**config.mk**
```make
export PLATFORM = sky130hd
export DESIGN_NAME = axis_pkt_rr_arbiter
export DESIGN_NICKNAME = d
export VERILOG_FILES = /design/src/rtl/axis_pkt_rr_arbiter.sv
export SDC_FILE = /design/constraint.sdc
export NUM_CORES = 1
export LEC_CHECK = 0
export CAP_MARGIN = 0
export CORE_MARGIN = 4
export CORE_UTILIZATION = 34
export CTS_CLUSTER_DIAMETER = 100
export DETAILED_ROUTE_END_ITERATION = 8
export PLACE_DENSITY = 0.84
export SLEW_MARGIN = 20
export SYNTH_ARGS = -nofsm -noshare
export SYNTH_HDL_FRONTEND = slang
export SYNTH_SLANG_ARGS = --single-unit
```
**constraint.sdc**
```tcl
create_clock -name clk -period 1.7 [get_ports clk]
set_input_delay 0.255 -clock clk [delete_from_list [all_inputs] [get_ports clk]]
set_output_delay 0.255 -clock clk [all_outputs]
set_load 0.01 [all_outputs]
```
**src/rtl/axis_pkt_rr_arbiter.sv**
```systemverilog
// ---------------------------------------------------------------------------
// axis_pkt_rr_arbiter
//
// Round-robin, packet-locked arbiter that shares one AXI-stream style channel
// (data/valid/ready/last) between NUM_SRC requesters. Once a source is
// granted it keeps the channel until the handshake of its last beat, so
// packets never interleave. A beat watchdog forces s_last after MAX_BEATS
// beats and flags the truncation with a one-cycle trunc_err pulse.
//
// Ports:
//   clk        rising-edge clock
//   reset      asynchronous, active-low reset
//   m_data_in  requester data, source i at [i*DATA_W +: DATA_W]
//   m_valid    per-requester valid
//   m_last     per-requester last-beat flag
//   m_ready    per-requester ready (only the granted source can see ready)
//   s_data_out shared-channel data
//   s_valid    shared-channel valid
//   s_last     shared-channel last (source last OR watchdog force)
//   s_ready    shared-channel ready
//   grant_id   index of the currently / most recently granted source
//   busy       high while a packet holds the channel
//   trunc_err  one-cycle pulse after a watchdog-truncated packet ends
//
// GID_W must equal $clog2(NUM_SRC).
// ---------------------------------------------------------------------------
module axis_pkt_rr_arbiter #(
  parameter int NUM_SRC   = 4,
  parameter int DATA_W    = 8,
  parameter int MAX_BEATS = 64,
  parameter int GID_W     = 2
) (
  input  logic                        clk,
  input  logic                        reset,
  input  logic [NUM_SRC*DATA_W-1:0]   m_data_in,
  input  logic [NUM_SRC-1:0]          m_valid,
  input  logic [NUM_SRC-1:0]          m_last,
  output logic [NUM_SRC-1:0]          m_ready,
  output logic [DATA_W-1:0]           s_data_out,
  output logic                        s_valid,
  output logic                        s_last,
  input  logic                        s_ready,
  output logic [GID_W-1:0]            grant_id,
  output logic                        busy,
  output logic                        trunc_err
);

  // Beat counter only needs to reach MAX_BEATS-1; the packet is forced to
  // end there and the counter returns to zero.
  localparam int CNT_W = $clog2(MAX_BEATS);

  typedef enum logic [0:0] {
    ST_IDLE = 1'b0,
    ST_BUSY = 1'b1
  } state_e;

  state_e             state_q, state_d;
  logic [GID_W-1:0]   grant_q, grant_d;
  logic [GID_W-1:0]   rr_ptr_q, rr_ptr_d;
  logic [CNT_W-1:0]   beat_cnt_q, beat_cnt_d;
  logic               trunc_err_q, trunc_err_d;

  logic [GID_W-1:0]   cand_s;
  logic               found_s;
  logic               force_last_s;
  logic               xfer_s;

  // Next-state, arbitration and combinational channel pass-through.
  always_comb begin
    state_d      = state_q;
    grant_d      = grant_q;
    rr_ptr_d     = rr_ptr_q;
    beat_cnt_d   = beat_cnt_q;
    trunc_err_d  = 1'b0;
    cand_s       = rr_ptr_q;
    found_s      = 1'b0;
    force_last_s = 1'b0;
    xfer_s       = 1'b0;
    m_ready      = '0;
    s_data_out   = '0;
    s_valid      = 1'b0;
    s_last       = 1'b0;

    case (state_q)
      ST_IDLE: begin
        // Search rr_ptr+1, rr_ptr+2, ... with wrap; the first valid wins.
        // The pointer itself is the last candidate so a lone requester that
        // just finished can still be served again.
        for (int i = 1; i <= NUM_SRC; i++) begin
          cand_s = GID_W'((int'(rr_ptr_q) + i) % NUM_SRC);
          if (!found_s && m_valid[cand_s]) begin
            found_s = 1'b1;
            grant_d = cand_s;
          end else begin
            found_s = found_s;
          end
        end
        if (found_s) begin
          state_d = ST_BUSY;
        end else begin
          state_d = ST_IDLE;
        end
      end

      ST_BUSY: begin
        force_last_s     = (beat_cnt_q == CNT_W'(MAX_BEATS - 1));
        s_data_out       = m_data_in[grant_q*DATA_W +: DATA_W];
        s_valid          = m_valid[grant_q];
        s_last           = m_last[grant_q] | force_last_s;
        m_ready[grant_q] = s_ready;
        xfer_s           = s_valid & s_ready;
        if (xfer_s) begin
          if (s_last) begin
            // Packet done: release, and the finished source becomes lowest
            // priority for the next arbitration.
            state_d     = ST_IDLE;
            rr_ptr_d    = grant_q;
            beat_cnt_d  = '0;
            trunc_err_d = force_last_s & ~m_last[grant_q];
          end else begin
            beat_cnt_d = beat_cnt_q + CNT_W'(1);
          end
        end else begin
          // Stall or bubble: hold everything, keep the grant.
          beat_cnt_d = beat_cnt_q;
        end
      end

      default: begin
        state_d = ST_IDLE;
      end
    endcase
  end

  // State, grant, pointer, beat counter and error pulse registers.
  always_ff @(posedge clk or negedge reset) begin
    if (!reset) begin
      state_q     <= ST_IDLE;
      grant_q     <= '0;
      rr_ptr_q    <= GID_W'(NUM_SRC - 1);
      beat_cnt_q  <= '0;
      trunc_err_q <= 1'b0;
    end else begin
      state_q     <= state_d;
      grant_q     <= grant_d;
      rr_ptr_q    <= rr_ptr_d;
      beat_cnt_q  <= beat_cnt_d;
      trunc_err_q <= trunc_err_d;
    end
  end

  assign grant_id  = grant_q;
  assign busy      = (state_q == ST_BUSY);
  assign trunc_err = trunc_err_q;

endmodule

```
Yosys cells after proc, flatten, opt, wreduce, memory -nomap -nowiden
Cells that the tools add are included.
{ "totals": {"latch_bits": 0, "input_bits": 43, "reg_bits": 12, "ram_bits": 0, "mem_bits_ro": 0, "output_inout_bits": 18, "mem_count": 0} }
{ "classes": {"mul": 0, "eq_ne": 1, "mux": 38, "div_mod_pow": 0, "bitwise_logic": 6, "reduce_logical": 11, "shift": 1, "addsub": 5, "order_cmp": 6} }
{ "op_table": {"columns": ["operator", "n"], "rows": [
  ["$shiftx A32 B6 Y8", 1],
  ["$mux W1", 23],
  ["$lt A2 B3 Y1 const B", 5],
  ["$bmux W1 S2", 6],
  ["$mux W2", 4],
  ["$mux W8", 1],
  ["$add A6 B1 Y6 const B", 1],
  ["$eq A6 B6 Y1 const B", 1],
  ["$mux W6", 1],
  ["$add A2 B1 Y2 const B", 2],
  ["$add A2 B2 Y2 const B", 2],
  ["$and A4 B4 Y4", 1],
  ["$logic_and A1 B1 Y1", 4],
  ["$mux W4", 1],
  ["$reduce_and A2 Y1", 2],
  ["$reduce_bool A4 Y1", 1],
  ["$logic_not A1 Y1", 3],
  ["$reduce_and A3 Y1", 1],
  ["$and A1 B1 Y1", 2],
  ["$demux W1 S2", 1],
  ["$ge A2 B1 Y1 const B", 1],
  ["$not A1 Y1", 2],
  ["$pmux W1 S2", 1],
  ["$or A1 B1 Y1", 1]
]} }

Depth between registers and ports, before layout
{ "logic_depth": {"word_depth": 19, "ltp_mapped": 6, "ltp_nobuf": 5} }

Worst setup path before layout
No wires, ideal clock.
{ "synth_timing": {"path_kind": "reg-to-reg", "start": "reg grant_q[0] (netlist: grant_id[0])", "end": "reg rr_ptr_q[0]", "path_slack_ps": -92, "setup_time_ps": 82, "stages_incl_launch_ff": 6, "arrival_time_ps": 1710, "path_buffers": 1, "required_time_ps": 1618, "path_cell_list": "dfrtp_1 > buf_6 > mux4_2 > a31oi_4 > nor2_2 > mux2_4"} }
{ "synth_between": {"elab_chain_len": 4} }
{ "synth_rtl": {"columns": ["item", "line_no", "rtl"], "rows": [
  ["from (decl)", "58", "logic [GID_W-1:0] grant_q, grant_d;"],
  ["from (signal assigned)", "145", "grant_q <= grant_d;"],
  ["$bmux W1 S2 (on tied branches)", "109, 108", null],
  ["$mux W1 (on tied branches)", "109, 108", null],
  ["$or A1 B1 Y1 or $and A1 B1 Y1 (tied branches)", "109, 111", null],
  ["$reduce_and A3 Y1 (no line)", null, null],
  ["to (signal assigned)", "140", "rr_ptr_q <= GID_W'(NUM_SRC - 1);"],
  ["to (signal assigned)", "146", "rr_ptr_q <= rr_ptr_d;"],
  ["to (decl)", "59", "logic [GID_W-1:0] rr_ptr_q, rr_ptr_d;"]
]} }
Parallel ways exist; a longest one is shown, timed or not. The select of a mux whose other input is x is not followed.
A chain may end at the register's enable or synchronous reset.

Worst setup path in the final report
{ "layout_timing": {"start": "reg grant_q[0] (netlist: grant_id[0])", "end": "out s_last"} }
{ "layout_between": {"elab_chain_len": 4} }
{ "layout_rtl": {"columns": ["item", "line_no", "rtl"], "rows": [
  ["$bmux W1 S2", "109", "s_last = m_last[grant_q] | force_last_s;"],
  ["$mux W1 (implied by the code)", "109", null],
  ["$or A1 B1 Y1", "109", null],
  ["$mux W1", "84", "case (state_q)"],
  ["to (decl)", "41", "output logic s_last,"]
]} }
No other way between the ends. The select of a mux whose other input is x is not followed.

==> results <==
-- report_power, final --
| part | switching (mW) | internal [mW] | total, mW |
|---|---|---|---|
| registers | 0.0947 | 0.395 | 0.490 |
| logic | 0.768 | 1.11 | 1.88 |
| clock network | 0.110 | 0.131 | 0.240 |
-- per-stage QoR --
stage,setup TNS (ns),std cells,hold WS (ns),power (mW),util
after floorplan,-0.275,103,-0.0406,1.36,-
after global placement,-5.68,210,0.525,2.11,0.641
after detailed placement,-6.24,210,0.555,2.16,0.641
after CTS,-3.09,219,0.343,2.48,0.676
after global routing,-3.94,219,0.349,2.77,0.688
final,-2.92,219,0.314,2.61,0.688
-- worst min-delay path by stage --
stage | slack [ns] | from | end | cells after the start
2_1_floorplan | -0.04 | reset | beat_cnt_q[0] | 0
3_3_place_gp | 0.53 | beat_cnt_q[2] | beat_cnt_q[2] | 2
3_5_place_dp | 0.55 | beat_cnt_q[2] | beat_cnt_q[2] | 2
4_1_cts | 0.34 | reset | beat_cnt_q[4] | 1
5_1_grt | 0.35 | reset | beat_cnt_q[4] | 1
6_report | 0.31 | reset | beat_cnt_q[3] | 1
-- cell families after synthesis --
group	Yosys count	share of synthesized area
multiplexers	12	0.252
flip-flops	12	0.299
adder cells (fa/ha/maj)	1	0.0123
AO/OA/AOI/OAI	17	0.122
buffers and inverters	11	0.0543
AND/OR/NAND/NOR	50	0.260
-- Yosys cell counts (2+ instances only) --
cell and count:
sky130_fd_sc_hd__nand3_1 7, sky130_fd_sc_hd__nor2b_1 2, sky130_fd_sc_hd__dfstp_2 2, sky130_fd_sc_hd__mux4_2 10, sky130_fd_sc_hd__and2_1 9, sky130_fd_sc_hd__mux2_4 2, sky130_fd_sc_hd__or4_1 2, sky130_fd_sc_hd__nor2_1 9
sky130_fd_sc_hd__o21ai_0 5, sky130_fd_sc_hd__clkbuf_1 2, sky130_fd_sc_hd__inv_1 5, sky130_fd_sc_hd__nand2_1 11, sky130_fd_sc_hd__a21oi_1 2, sky130_fd_sc_hd__dfrtp_1 10, sky130_fd_sc_hd__o22ai_1 3, sky130_fd_sc_hd__or4b_1 2
sky130_fd_sc_hd__nor3_1 3, sky130_fd_sc_hd__buf_2 2
-- final cells by class --
cell class,count,area [um^2],area share
Multi-Input combinational cell,81,721,0.374
Tap cell,31,38.8,0.0201
Sequential cell,12,307,0.159
Timing Repair Buffer,86,808,0.419
Inverter,5,18.8,0.00973
Clock buffer,4,36.3,0.0188
-- registers in the layout, summed over array words and instances, names as in the netlist --
name	cells
busy	1
trunc_err	1
rr_ptr_q	2
grant_id	2
beat_cnt_q	6
-- what timing repair did --
item,in CTS,in global routing
endpoints found under the setup margin,27,24
cloned,2,0
pin swaps,9,8
resized for setup,64,20
buffers inserted,3,1
-- per-layer routing --
layer,wire [um],up-vias,track usage
met5,0,-,0
met4,83,0,0.0689
met3,238,7,0.0360
met2,2130,59,0.377
met1,1490,576,0.219
li1,-,559,-
==> impl_metrics.xml <==
<?xml version="1.0" encoding="UTF-8"?>
<metrics>
  <group name="place">
    <metric name="gp_congestion" unit="">0.835</metric>
    <metric name="port_buffers" unit="">60</metric>
    <metric name="place.detailed.hpwl" unit="mm">2.79</metric>
    <metric name="dpl_cell_area" unit="mm^2">0.00180</metric>
    <metric name="dp_slack" unit="ns">-0.442</metric>
  </group>
  <group name="timing">
    <metric name="timing.final.crit_period" unit="ns">1.95</metric>
    <metric name="maxSlewHeadroom" unit="">0.637</metric>
    <metric name="worstMarginPinSlew" unit="ns">0.542</metric>
    <metric name="hold_violations" unit="">0</metric>
    <metric name="finalClockSkew" unit="ns">0.00272</metric>
    <metric name="final_max_slew_viol_count" unit="">0</metric>
    <metric name="max_freq" unit="MHz">512</metric>
    <metric name="report.final.setup_viol" unit="">17</metric>
    <metric name="fin_crit_sh" unit="">1.15</metric>
    <metric name="worst_slack" unit="ns">-0.252</metric>
    <metric name="rsz0062_at_grt" unit="">true</metric>
  </group>
  <group name="grt">
    <metric name="wire_length_of_the_first_global_routing_pass" unit="mm">6.08</metric>
    <metric name="grt_pass1_vias" unit="">1162</metric>
    <metric name="number_of_antenna_violations_at_the_first_check_in_global_routing" unit="">0</metric>
    <metric name="gr-total-overflow" unit="">0</metric>
    <metric name="grt_use_total" unit="">0.199</metric>
    <metric name="pin_count_of_the_biggest_net_entering_global_routing" unit="">13</metric>
  </group>
  <group name="finish">
    <metric name="antenna-diode-count" unit="">0</metric>
    <metric name="final_cell_area" unit="mm^2">0.00193</metric>
    <metric name="most_frequent_standard_cell_in_the_layout_excluding_fill_and_tap_cells" unit="">sky130_fd_sc_hd__clkdlybuf4s50_1</metric>
    <metric name="nFillCells" unit="">185</metric>
    <metric name="layout-drive-gt1-share" unit="">0.399</metric>
    <metric name="final_nets" unit="">233</metric>
    <metric name="layout.cells.most_common_list" unit="">sky130_fd_sc_hd__clkdlybuf4s50_1 (44), sky130_fd_sc_hd__buf_4 (18), sky130_fd_sc_hd__nand2_1 (11), sky130_fd_sc_hd__buf_6 (11), sky130_fd_sc_hd__mux4_2 (10)</metric>
    <metric name="p_r_area_growth_vs_syn" unit="%">90.4</metric>
  </group>
  <group name="die">
    <metric name="core_area" unit="mm^2">0.00281</metric>
    <metric name="start_util" unit="">0.361</metric>
    <metric name="number_of_rows_created_at_floorplan" unit="">19</metric>
    <metric name="die_width" unit="um">62.6</metric>
    <metric name="die_extent_in_y" unit="um">62.6</metric>
    <metric name="ios" unit="">61</metric>
    <metric name="total_die_area" unit="mm^2">0.00392</metric>
  </group>
  <group name="setup_path">
    <metric name="critPathRequiredTime" unit="ns">1.44</metric>
    <metric name="cp-start-kind" unit="">register</metric>
    <metric name="max_stage_delay" unit="ns">0.54</metric>
    <metric name="worst-path-buf-inv" unit="">2</metric>
    <metric name="ff2ff_setup_slack" unit="ns">-0.18</metric>
    <metric name="worst-path-max-fanout" unit="">3</metric>
    <metric name="crit_end" unit="">s_last</metric>
    <metric name="worst_setup_path_end_kind" unit="">output port</metric>
    <metric name="worst_r2r_path_depth" unit="">7</metric>
    <metric name="critical_path.reg2reg.startpoint" unit="">grant_id[0]</metric>
    <metric name="arr_time_crit_path" unit="ns">1.70</metric>
    <metric name="setup.worst_path.class" unit="">register to output port</metric>
    <metric name="cp_top_family" unit="">multiplexers</metric>
    <metric name="worstPathCellList" unit="">buf_6 -&gt; mux4_2 -&gt; a31oi_4 -&gt; nor2_2 -&gt; buf_2</metric>
    <metric name="cp_slowest_cell" unit="">sky130_fd_sc_hd__mux4_2</metric>
    <metric name="worstSetupPathDepth" unit="">5</metric>
    <metric name="regToRegEndpoint" unit="">beat_cnt_q[3]</metric>
    <metric name="worstSetupStartpoint" unit="">grant_id[0]</metric>
  </group>
  <group name="logic_synthesis">
    <metric name="synth_area" unit="mm^2">0.00101</metric>
    <metric name="async_flop_share" unit="">1.00</metric>
    <metric name="number_of_flip_flops_and_latches_in_the_synthesized_netlist" unit="">12</metric>
    <metric name="synth_top_area_cell" unit="">sky130_fd_sc_hd__dfrtp_1</metric>
    <metric name="syn-num-nets" unit="">147</metric>
    <metric name="synth-edff-count" unit="">0</metric>
    <metric name="synth_ff_type" unit="">sky130_fd_sc_hd__dfrtp_1</metric>
    <metric name="synth_top_cells_by_area" unit="">sky130_fd_sc_hd__dfrtp_1 (25%), sky130_fd_sc_hd__mux4_2 (22%), sky130_fd_sc_hd__and2_1 (5.6%)</metric>
    <metric name="yosysUniqueCellTypes" unit="">33</metric>
    <metric name="yosys_warnings" unit="">0</metric>
    <metric name="synthesized_instance_count" unit="">103</metric>
    <metric name="synth.top_cell.area_share" unit="">0.247</metric>
    <metric name="post_synth.cell_area_avg" unit="um^2">9.84</metric>
    <metric name="synth_seq_area_share" unit="">0.299</metric>
  </group>
  <group name="min_path">
    <metric name="min_delay_path_class" unit="">input port to async pin</metric>
  </group>
  <group name="drt">
    <metric name="route.antenna.remaining_nets" unit="">0</metric>
    <metric name="postRouteWirelength" unit="mm">3.94</metric>
    <metric name="drt_pre_antenna_iters" unit="">4</metric>
    <metric name="drt-initial-drc-count" unit="">71</metric>
    <metric name="route.detailed.wl_per_inst" unit="um">18.0</metric>
    <metric name="route.detailed.drc" unit="">0</metric>
    <metric name="via_per_inst" unit="">5.48</metric>
    <metric name="vias" unit="">1201</metric>
  </group>
  <group name="clocking">
    <metric name="cts_num_sinks" unit="">12</metric>
    <metric name="clock_path_buffers" unit="">2</metric>
    <metric name="cts.clk_slew.worst_paths" unit="ns">0.08</metric>
    <metric name="holdBufCountCts" unit="">0</metric>
    <metric name="htree_levels" unit="">1</metric>
    <metric name="tritoncts_clock_tree" unit="">done</metric>
    <metric name="numCtsBuffers" unit="">3</metric>
    <metric name="root_buffer" unit="">sky130_fd_sc_hd__clkbuf_4</metric>
    <metric name="clk_lat_worst_skew" unit="ns">0.29</metric>
  </group>
  <group name="outcome">
    <metric name="violations_in_the_final_reports" unit="">negative setup slack</metric>
    <metric name="outcome" unit="">complete, but fails checks</metric>
  </group>
  <group name="power_and_ir_drop">
    <metric name="power_density" unit="mW/mm^2">1350</metric>
    <metric name="vdd.ir_drop.worst" unit="mV">0.492</metric>
    <metric name="total_leakage_power" unit="nW">0.858</metric>
  </group>
  <group name="run">
    <metric name="drv_cap" unit="">0</metric>
  </group>
</metrics>
(Power assumes the default switching activity.)
